===== config.mk =====
export PLATFORM = sky130hd
export DESIGN_NAME = axi_lite_master
export DESIGN_NICKNAME = d
export VERILOG_FILES = /design/src/rtl/axi_lite_pkg.sv /design/src/rtl/axi_lite_master_timer.sv /design/src/rtl/axi_lite_master.sv
export SDC_FILE = /design/constraint.sdc
export NUM_CORES = 1
export LEC_CHECK = 0
export BUFFER_PORTS_ARGS = -buffer_cell sky130_fd_sc_hd__clkbuf_2
export CORE_MARGIN = 3
export CORE_UTILIZATION = 45
export DETAILED_ROUTE_END_ITERATION = 6
export GPL_TIMING_DRIVEN = 0
export PLACE_DENSITY_LB_ADDON = 0.25
export SLEW_MARGIN = 40
export SYNTH_ARGS = -nofsm -noshare
export SYNTH_HDL_FRONTEND = slang
export SYNTH_SLANG_ARGS = --single-unit

===== constraint.sdc =====
create_clock -name clk -period 1.9 [get_ports clk]
set_clock_uncertainty 0.1 [all_clocks]
set_input_delay 0.38 -clock clk [delete_from_list [all_inputs] [get_ports clk]]
set_output_delay 0.38 -clock clk [all_outputs]
set_load 0.02 [all_outputs]

===== src/rtl/axi_lite_pkg.sv =====
// axi_lite_pkg: AXI4-Lite response codes and master FSM states.
// Shared by the AXI-Lite master and the scratchpad slave.
package axi_lite_pkg;
  localparam logic [1:0] RESP_OKAY   = 2'b00;
  localparam logic [1:0] RESP_EXOKAY = 2'b01;
  localparam logic [1:0] RESP_SLVERR = 2'b10;
  localparam logic [1:0] RESP_DECERR = 2'b11;
  typedef enum logic [2:0] {IDLE, WRITE, WR_RESP, RD_ADDR, RD_DATA, RSP, HUNG} state_t;
endpackage


===== src/rtl/axi_lite_master_timer.sv =====
// axi_lite_master_timer: busy-cycle counter that flags expiry after CYCLES_p enabled cycles.
// The count holds once expired.
module axi_lite_master_timer #(
  parameter int CYCLES_p = 1024
) (
  input  logic clk,
  input  logic rst_n,
  input  logic enable,
  input  logic clear,
  output logic expired
);
  localparam int W = $clog2(CYCLES_p + 1);
  logic [W-1:0] cnt;
  assign expired = cnt == W'(CYCLES_p);
  always_ff @(posedge clk or negedge rst_n)
    if (!rst_n) cnt <= '0;
    else if (clear) cnt <= '0;
    else if (enable && !expired) cnt <= cnt + W'(1);
endmodule


===== src/rtl/axi_lite_master.sv =====
// axi_lite_master: single-outstanding AXI4-Lite initiator bridging a cmd/rsp handshake to AXI.
// Define AXI_LITE_MASTER_TIMEOUT_EN to add a timeout that answers DECERR and then parks in HUNG.
module axi_lite_master
  import axi_lite_pkg::*;
#(
  parameter int ADDR_BW_p        = 12,
  parameter int DATA_BW_p        = 32,
  parameter int TIMEOUT_CYCLES_p = 1024
) (
  input  logic                   clk,
  input  logic                   rst_n,
  input  logic                   i_cmd_valid,
  output logic                   o_cmd_ready,
  input  logic                   i_cmd_write,
  input  logic [ADDR_BW_p-1:0]   i_cmd_addr,
  input  logic [DATA_BW_p-1:0]   i_cmd_wdata,
  input  logic [DATA_BW_p/8-1:0] i_cmd_wstrb,
  output logic                   o_rsp_valid,
  input  logic                   i_rsp_ready,
  output logic                   o_rsp_write,
  output logic [DATA_BW_p-1:0]   o_rsp_rdata,
  output logic [1:0]             o_rsp_resp,
  output logic [ADDR_BW_p-1:0]   o_axi_awaddr,
  output logic                   o_axi_awvalid,
  input  logic                   i_axi_awready,
  output logic [DATA_BW_p-1:0]   o_axi_wdata,
  output logic [DATA_BW_p/8-1:0] o_axi_wstrb,
  output logic                   o_axi_wvalid,
  input  logic                   i_axi_wready,
  input  logic [1:0]             i_axi_bresp,
  input  logic                   i_axi_bvalid,
  output logic                   o_axi_bready,
  output logic [ADDR_BW_p-1:0]   o_axi_araddr,
  output logic                   o_axi_arvalid,
  input  logic                   i_axi_arready,
  input  logic [DATA_BW_p-1:0]   i_axi_rdata,
  input  logic [1:0]             i_axi_rresp,
  input  logic                   i_axi_rvalid,
  output logic                   o_axi_rready
`ifdef AXI_LITE_MASTER_TIMEOUT_EN
  ,output logic                  o_timeout
`endif
);
  if (DATA_BW_p != 32 && DATA_BW_p != 64) begin : g_bad_data_bw
    $error("DATA_BW_p must be 32 or 64");
  end
  if (TIMEOUT_CYCLES_p < 2) begin : g_bad_timeout
    $error("TIMEOUT_CYCLES_p must be at least 2");
  end
  state_t state, nxt;
  logic [ADDR_BW_p-1:0]   addr;
  logic [DATA_BW_p-1:0]   wdata, rdata;
  logic [DATA_BW_p/8-1:0] wstrb;
  logic [1:0]             resp;
  logic write, aw_done, w_done, aw_hs, w_hs, tmo_hit, timed_out;
`ifdef AXI_LITE_MASTER_TIMEOUT_EN
  logic busy, expired;
  assign busy    = state inside {WRITE, WR_RESP, RD_ADDR, RD_DATA};
  assign tmo_hit = busy && expired;
  assign o_timeout = timed_out;
  axi_lite_master_timer #(.CYCLES_p(TIMEOUT_CYCLES_p)) u_timer (
    .clk    (clk),
    .rst_n  (rst_n),
    .enable (busy),
    .clear  (o_cmd_ready && i_cmd_valid),
    .expired(expired)
  );
  always_ff @(posedge clk or negedge rst_n)
    if (!rst_n) timed_out <= 1'b0;
    else if (tmo_hit) timed_out <= 1'b1;
`else
  assign tmo_hit   = 1'b0;
  assign timed_out = 1'b0;
`endif
  // Valids/readys decode from state alone, so async reset clears them at once.
  assign o_cmd_ready   = state == IDLE;
  assign o_axi_awvalid = state == WRITE && !aw_done;
  assign o_axi_wvalid  = state == WRITE && !w_done;
  assign o_axi_bready  = state == WR_RESP;
  assign o_axi_arvalid = state == RD_ADDR;
  assign o_axi_rready  = state == RD_DATA;
  assign o_rsp_valid   = state == RSP;
  assign aw_hs = o_axi_awvalid && i_axi_awready;
  assign w_hs  = o_axi_wvalid && i_axi_wready;
  assign o_axi_awaddr = addr;
  assign o_axi_araddr = addr;
  assign o_axi_wdata  = wdata;
  assign o_axi_wstrb  = wstrb;
  assign o_rsp_write  = write;
  assign o_rsp_rdata  = rdata;
  assign o_rsp_resp   = resp;
  always_comb begin
    nxt = state;
    case (state)
      IDLE:    nxt = i_cmd_valid ? (i_cmd_write ? WRITE : RD_ADDR) : IDLE;
      WRITE:   nxt = (aw_done || aw_hs) && (w_done || w_hs) ? WR_RESP : WRITE;
      WR_RESP: nxt = i_axi_bvalid ? RSP : WR_RESP;
      RD_ADDR: nxt = i_axi_arready ? RD_DATA : RD_ADDR;
      RD_DATA: nxt = i_axi_rvalid ? RSP : RD_DATA;
      RSP:     nxt = i_rsp_ready ? (timed_out ? HUNG : IDLE) : RSP;
      default: nxt = state;
    endcase
    if (tmo_hit) nxt = RSP;
  end
  always_ff @(posedge clk or negedge rst_n)
    if (!rst_n) state <= IDLE;
    else state <= nxt;
  always_ff @(posedge clk or negedge rst_n)
    if (!rst_n) begin
      addr    <= '0;
      wdata   <= '0;
      wstrb   <= '0;
      write   <= 1'b0;
      aw_done <= 1'b0;
      w_done  <= 1'b0;
      rdata   <= '0;
      resp    <= RESP_OKAY;
    end else begin
      if (o_cmd_ready && i_cmd_valid) begin
        addr    <= i_cmd_addr;
        wdata   <= i_cmd_wdata;
        wstrb   <= i_cmd_wstrb;
        write   <= i_cmd_write;
        aw_done <= 1'b0;
        w_done  <= 1'b0;
      end
      if (aw_hs) aw_done <= 1'b1;
      if (w_hs) w_done <= 1'b1;
      if (o_axi_bready && i_axi_bvalid) begin
        rdata <= '0;
        resp  <= i_axi_bresp;
      end
      if (o_axi_rready && i_axi_rvalid) begin
        rdata <= i_axi_rdata;
        resp  <= i_axi_rresp;
      end
      if (tmo_hit) begin
        rdata <= '0;
        resp  <= RESP_DECERR;
      end
    end
endmodule


# [Word-level counts from Yosys, hierarchy flattened]
# Cells that the tools add are included.
[totals] regBits=88 inputBits=94 out_inout_bits=102 word_cells=46
[op_classes] n_eq_ne=5 muxes=15 reduce_logical=17
[ops] op="32-bit 2-to-1 mux" count=2
[ops] op="3-bit one-hot mux with 6 select lines" count=1
[ops] op="2-bit 2-to-1 mux" count=5
[ops] op="3-bit 2-to-1 mux" count=3
[ops] op="1-bit logical AND" count=8
[ops] op="3-bit by 2-bit equality test with 1-bit output (second input constant)" count=2
[ops] op="3-bit equality test (second input constant)" count=2
[ops] op="2-bit nonzero test" count=3
[ops] op="6-bit nonzero test" count=1
[ops] op="1-bit 2-to-1 mux" count=4
[ops] op="3-bit by 1-bit equality test with 1-bit output (second input constant)" count=1
[ops] op="3-bit logical NOT" count=1
[ops] op="1-bit logical NOT" count=2
[ops] op="1-bit logical OR" count=2

# [Longest topological paths before layout]
# Gate-level depths: netlist (run 1).
[logic_depth] depth_word=7 mapped_depth=6 ltp_nobuf=3

# [Least setup slack after synthesis (run 1)]
# No wires, ideal clock.
[synth_timing] path_kind="flip-flop to output port" from="register state[0]" to="output o_rsp_valid" t_arrival_ns=1.262 required_ns=1.420 slack_ns=0.158 stages_incl_launch_ff=4 path_buffers=2 cell_sequence="dfrtp_1 -> buf_6 -> clkbuf_1 -> nor3b_1"
[synth_via] elab_chain_cells=1
[synth_lines] element="start: declaration" line_no="axi_lite_master.sv:50" rtl="state_t state, nxt;"
[synth_lines] element="start signal: assignment" line_no="axi_lite_master.sv:107" rtl="else state <= nxt;"
[synth_lines] element="3-bit equality test" line_no="axi_lite_master.sv:82" rtl="assign o_rsp_valid = state == RSP;"
[synth_lines] element="end: declaration" line_no="axi_lite_master.sv:18" rtl="output logic o_rsp_valid,"
# Every way passes these cells.

# [Worst setup path in the final report (run 1)]
[layout_timing] from="register state[0]" to="output o_axi_bready"
[layout_via] elab_chain_cells=1
[layout_lines] element="3-bit by 2-bit equality test with 1-bit output" line_no="axi_lite_master.sv:79" rtl="assign o_axi_bready = state == WR_RESP;"
[layout_lines] element="end: declaration" line_no="axi_lite_master.sv:32" rtl="output logic o_axi_bready,"
# Every way passes these cells.

==> impl_metrics.py, run 1 <==
metrics = {
    "die": {
        "dieArea_um2": 9295,
        "die_w_um": 96.41,
        "io_pins": 196,
        "die_h_um": 96.41,
        "initial_core_util": 0.4688,
        "fp-row-count": 32,
        "core_area_um2": 7848,
    },
    "synthesis": {
        "synth_cell_types": 29,
        "yosysWarnings": 0,
        "synth_top_flop_cell": "dfrtp_1",
        "syn-mean-instance-area_um2": 15.39,
        "synthMostInstantiatedCell": "dfrtp_1",
        "ys_async_sr_fraction": 1.000,
        "syn_nets": 333,
        "synth_area_leaders": "dfrtp_1 (60%), mux2_4 (16%), a22o_1 (7.6%)",
        "netlist_instances": 239,
        "yosys.area.top_type": "dfrtp_1",
        "seq_area_frac_synth": 0.5986,
        "synth_edf_count": 0,
        "synth_seq_cells": 88,
        "synth_common_cells": "dfrtp_1 (88), mux2_4 (40), a22o_1 (32)",
        "netlist_area_um2": 3679,
        "yosysTopAreaCellShare": 0.5986,
    },
    "sta": {
        "tightest_slew_ns": 0.4741,
        "rsz0062_at_grt": "true",
        "fmax_mhz": 544.3,
        "slew_violations": 0,
        "finalHoldViolations": 0,
        "final.setup.tns_ns": 0,
        "period_needed_ns": 1.837,
        "finalSetupViolCount": 0,
        "finalWorstSetupSlack_ns": 0.06279,
        "finalCritPeriodShare": 0.9670,
        "slew_headroom": 0.6840,
    },
    "global_routing": {
        "grt_usage": 0.1889,
        "first_global_vias": 2664,
        "overflow": 0,
        "grt_max_degree": 47,
        "grt_antenna_before_repair": 0,
        "grt_first_pass_wirelength_mm": 13.35,
    },
    "power_and_ir_drop": {
        "pwr-share-clk": 0.183,
        "switchingPower_mw": 3.940,
        "p_leak_nw": 2.810,
        "p_total_mw": 10.42,
        "swShare": 0.3781,
        "seqPwrFrac": 0.327,
        "power_density_nw_per_um2": 1988,
        "ir_worst_vdd_mv": 1.033,
        "p_int_mw": 6.482,
        "combPwrFrac": 0.490,
    },
    "setup_path": {
        "path_max_fanout": 10,
        "critPathKind": "reg2out",
        "crit_path_end_kind": "primary output",
        "cp-start-kind": "register",
        "cp.required_ns": 1.42,
        "cp.arrival_ns": 1.36,
    },
    "place": {
        "portBuffers": 195,
        "dp.cells": 537,
        "dp_hpwl_mm": 6.521,
        "place.gp.congestion": 0.7232,
        "place_ws_ns": -0.09650,
    },
    "cells_and_area": {
        "num_antenna_cells": 0,
        "drive_gt1_frac": 0.6399,
        "nets": 551,
        "syn_to_final_growth_pct": 42.48,
        "fin_cells": 563,
        "fillers": 606,
        "utilization": 0.6679,
    },
    "clock_network": {
        "clk_pin_slew_ns": 0.09,
        "root_buffer": "clkbuf_8",
        "clkSinkCount": 88,
        "numCtsBuffers": 9,
        "clock_path_buffers": 2,
        "cts_tree": "done",
        "cts_max_level": 3,
        "insertion_delay_ns": 0.34,
    },
    "drt": {
        "drc": 0,
        "viasPerCell": 4.812,
        "firstDrtPassIters": 4,
        "drtAntennaViolNets": 0,
        "wire_per_inst_um": 15.68,
        "totalWireLength_mm": 8.827,
        "first_iter_violations": 62,
        "vias": 2709,
    },
    "run_status": {
        "status": "finished, final reports clean",
    },
    "job": {
        "cap_violations": 0,
    },
    "hold_path": {
        "hold_path_class": "in2reg",
    },
}
## final timing paths
kind                       slack (ns)  cells after the start               to            from
max reg2reg                      0.10                      6  o_axi_wdata[31]        state[0]
max in group asynchronous        0.74                      3  o_axi_wdata[19]           rst_n
min in group asynchronous        0.41                      2  o_axi_wdata[11]           rst_n
min reg2reg                      0.39                      1   o_axi_wdata[7]  o_axi_wdata[7]
max                              0.06                      4     o_axi_bready        state[0]
min                              0.15                      3    o_rsp_resp[0]  i_axi_rresp[0]
## metal layers
metal	global-route usage	up-vias	routed length, µm
met2	0.2944	138	4028
li1	-	1287	-
met3	0.06894	9	948
met5	0	-	0
met1	0.2439	1275	3749
met4	0.06659	0	100
## layout by cell type (no fill, tap or decap), drive strengths merged, types with 4 or more instances in the layout
| master | netlist | final |
|---|---|---|
| clkbuf | 4 | 204 |
| dfrtp | 88 | 88 |
| mux2 | 49 | 49 |
| buf | 24 | 39 |
| a22o | 32 | 32 |
| bufinv | 0 | 6 |
| nand3b | 5 | 5 |
| nor2 | 4 | 4 |
| mux2i | 4 | 4 |
| nand2 | 4 | 4 |
| a21oi | 4 | 4 |
## area by class of cell
cell class | count | area [µm²] | share of cell area
clock buffer | 9 | 123.9 | 0.02363
clock inverter | 6 | 180.2 | 0.03438
multi-input combinational | 121 | 1272 | 0.2428
tap | 102 | 127.6 | 0.02435
inverter | 2 | 7.507 | 0.001432
sequential | 88 | 2205 | 0.4206
timing repair buffer | 208 | 1111 | 0.2120
buffer | 27 | 214.0 | 0.04082
## critical path: stages, from the launching register on
cell and delay (ns):
dfrtp_1 0.38, buf_6 0.12, clkbuf_8 0.15, nor3b_2 0.19, buf_4 0.17
## power by group through the flow
| stage | combinational (mW) | sequential [mW] | clock (mW) |
|---|---|---|---|
| finish | 5.11 | 3.40 | 1.91 |
| floorplan | 2.30 | 4.44 | 0 |
| global placement | 4.86 | 3.39 | 0 |
| global route | 5.49 | 3.54 | 2.01 |
| detailed placement | 4.96 | 3.40 | 0 |
| CTS | 5.05 | 3.42 | 1.93 |
## sequential cells by signal, summed over array words and instances (netlist names)
register / flops
o_rsp_rdata: 32
o_axi_wdata: 32
o_axi_araddr: 12
o_axi_wstrb: 4
w_done: 1
state: 3
o_rsp_write: 1
o_rsp_resp: 2
aw_done: 1
## repair_timing
item                                    4_1_cts  5_1_grt
resized for setup                            11        8
pin swaps                                     1        1
endpoints found under the setup margin       54        6
setup buffers                                 5        5
hold buffers                                  1        0
hold endpoints to repair                     42        0
cloned                                        0        1
## kinds of logic after synthesis
group / count (synthesis) / share of synthesized area
buffers and inverters: 30 / 0.05680
flip-flops: 88 / 0.5986
AND/OR/NAND/NOR: 23 / 0.04320
multiplexers: 53 / 0.2017
AO/OA/AOI/OAI: 45 / 0.09966
## stage by stage
stage / hold WS [ns] / area [µm²]
global route: 0.1296 / 5241
detailed placement: 0.2302 / 4818
global placement: 0.3684 / 4782
CTS: 0.1284 / 5189
finish: 0.1464 / 5241
floorplan: -0.01559 / 3679
Power figures use the tool's default switching activity.
==> inputs of run 2 (changes only) <==
--- a/config.mk
+++ b/config.mk
@@ -7,7 +7,7 @@
 export LEC_CHECK = 0
 export BUFFER_PORTS_ARGS = -buffer_cell sky130_fd_sc_hd__clkbuf_2
 export CORE_MARGIN = 3
-export CORE_UTILIZATION = 45
+export CORE_UTILIZATION = 48
 export DETAILED_ROUTE_END_ITERATION = 6
 export GPL_TIMING_DRIVEN = 0
 export PLACE_DENSITY_LB_ADDON = 0.25
==> constraint.sdc (replaced) <==
create_clock -name clk -period 2.2 [get_ports clk]
set_clock_uncertainty 0.1 [all_clocks]
set_input_delay 0.44 -clock clk [delete_from_list [all_inputs] [get_ports clk]]
set_output_delay 0.44 -clock clk [all_outputs]
set_load 0.02 [all_outputs]
==> run 2 against run 1 <==
Final cell count down 2.0%. Critical path depth is the same. First-iteration DRC count decreased by 6.5%. Setup slack improved by 0.11 ns. Sequential share of layout area grew 1.6 points. Utilization is 2.0 points higher. Via count shrank 0.41%. Count of clock-buffer cells in the layout up 1. Critical endpoint is now o_axi_wvalid. Largest cell class unchanged. Largest power group unchanged.
==> impl_metrics.py, run 2 (synthesized netlist as in run 1, its figures left out) <==
metrics = {
    "global_routing": {
        "grt_usage": 0.1996,
        "grt_first_pass_wirelength_mm": 13.48,
        "overflow": 0,
        "first_global_vias": 2743,
        "grt_max_degree": 55,
        "grt_antenna_before_repair": 0,
    },
    "setup_path": {
        "r2r_cells": 4,
        "crit_path_end_kind": "primary output",
        "r2r_end": "o_axi_wdata[27]",
        "r2r-start": "state[0]",
        "cp-start-kind": "register",
        "path_max_fanout": 10,
        "rrSetupSlack_ns": 0.23,
        "cp.required_ns": 1.66,
        "critPathKind": "reg2out",
        "cp.arrival_ns": 1.49,
    },
    "drt": {
        "first_iter_violations": 58,
        "viasPerCell": 4.888,
        "wire_per_inst_um": 15.82,
        "wl_met1_mm": 3.794,
        "wl_met2_mm": 4.131,
        "vias": 2698,
        "drtAntennaViolNets": 0,
        "met3_length_um": 734,
        "totalWireLength_mm": 8.733,
        "drc": 0,
        "top_layer": "met4",
        "firstDrtPassIters": 4,
    },
    "sta": {
        "slew_violations": 0,
        "rsz0062_at_grt": "false",
        "slew_headroom": 0.5536,
        "finalCritPeriodShare": 0.9213,
        "period_needed_ns": 2.027,
        "tightest_slew_ns": 0.6668,
        "finalHoldViolations": 0,
        "fmax_mhz": 493.3,
        "final.setup.tns_ns": 0,
        "finalSetupViolCount": 0,
    },
    "power_and_ir_drop": {
        "p_total_mw": 8.344,
        "ir_worst_vdd_mv": 0.7550,
        "power_density_nw_per_um2": 1654,
        "p_leak_nw": 2.707,
    },
    "die": {
        "dieArea_um2": 8750,
        "fp-row-count": 31,
        "io_pins": 196,
        "die_h_um": 93.54,
        "die_w_um": 93.54,
        "core_area_um2": 7331,
        "initial_core_util": 0.5018,
    },
    "cells_and_area": {
        "fin_cells": 552,
        "num_antenna_cells": 0,
        "nets": 542,
        "fillers": 563,
        "ff_latch_area_um2": 2205,
        "final_cell_mix": "clkbuf_2 (194), dfrtp_1 (86), mux2_4 (40)",
        "final_common_cell": "clkbuf_2",
        "syn_to_final_growth_pct": 37.14,
        "drive_gt1_frac": 0.6291,
        "multi_input_area_um2": 1267,
    },
    "hold_path": {
        "hold_depth": 3,
        "hp-start": "i_axi_rresp[0]",
        "hold_end": "o_rsp_resp[0]",
        "hold_path_class": "in2reg",
    },
    "clock_network": {
        "cts_max_level": 3,
        "cts_tree": "done",
        "clk_pin_slew_ns": 0.09,
        "insertion_delay_ns": 0.34,
        "numCtsBuffers": 9,
        "clock_path_buffers": 2,
        "clkSinkCount": 88,
        "root_buffer": "clkbuf_8",
    },
    "place": {
        "place.gp.congestion": 0.7004,
        "dp.cells": 534,
        "portBuffers": 195,
        "dp_hpwl_mm": 6.682,
    },
    "run_status": {
        "status": "finished, final reports clean",
    },
    "job": {
        "cap_violations": 0,
    },
}
run 2: cell count changes in the layout (fill, tap and decap cells not counted), sizes merged:
cell and change:
buf -11, bufinv -5, clkbuf +3, clkinv +2, clkinvlp +2, inv +1
run 2: report_power, final:
group	switching, mW	internal [mW]	total, mW
sequential	0.509	2.43	2.94
clock	0.569	0.560	1.13
combinational	2.32	1.96	4.28
total	3.40	4.95	8.34
run 2: layer usage:
layer  up-vias  GRT usage
met5         -          0
met3         6    0.04988
met1      1285     0.2659
met2       135     0.3216
li1       1272          -
met4         0    0.06498
run 2: area by class of cell:
type,count,share of cell area
buffer,27,0.03943
clock buffer,10,0.02728
clock inverter,6,0.01339
inverter,2,0.001488
multi-input combinational,121,0.2512
sequential,88,0.4370
tap,99,0.02455
timing repair buffer,199,0.2056
run 2: critical path: stages (launching register included):
cell	delay [ns]
dfrtp_2	0.47
clkbuf_2	0.19
nand3b_1	0.21
nor2_1	0.10
clkbuf_2	0.17
run 2: how the worst max path moves through the flow:
stage | depth (start not counted) | endpoint | start | slack [ns]
2_1_floorplan | 3 | o_rsp_valid | state[0] | 0.40
5_1_grt | 4 | o_axi_awvalid | state[1] | 0.01
4_1_cts | 4 | o_axi_awvalid | state[1] | 0.01
6_report | 4 | o_axi_wvalid | state[1] | 0.17
3_5_place_dp | 3 | o_axi_wdata[25] | state[1] | 0.23
3_3_place_gp | 1 | o_rsp_rdata[4] | rst_n | -0.33
run 2: through the flow:
stage | utilization | hold slack [ns] | setup slack (ns) | instance area (µm²)
4_1_cts | 0.6856 | 0.1852 | 0.01183 | 5026
5_1_grt | 0.6882 | 0.1988 | 0.009678 | 5045
3_3_place_gp | 0.6518 | 0.3675 | -0.3314 | 4778
2_1_floorplan | - | 0.04441 | 0.3982 | 3679
6_report | 0.6882 | 0.2046 | 0.1730 | 5045
3_5_place_dp | 0.6568 | 0.2641 | 0.2309 | 4815
run 2: repair_timing:
action	4_1_cts	5_1_grt
hold buffers	1	0
hold endpoints to repair	34	0
buffers inserted	0	2
endpoints found under the setup margin	2	5
cloned	0	0
resized for setup	0	5
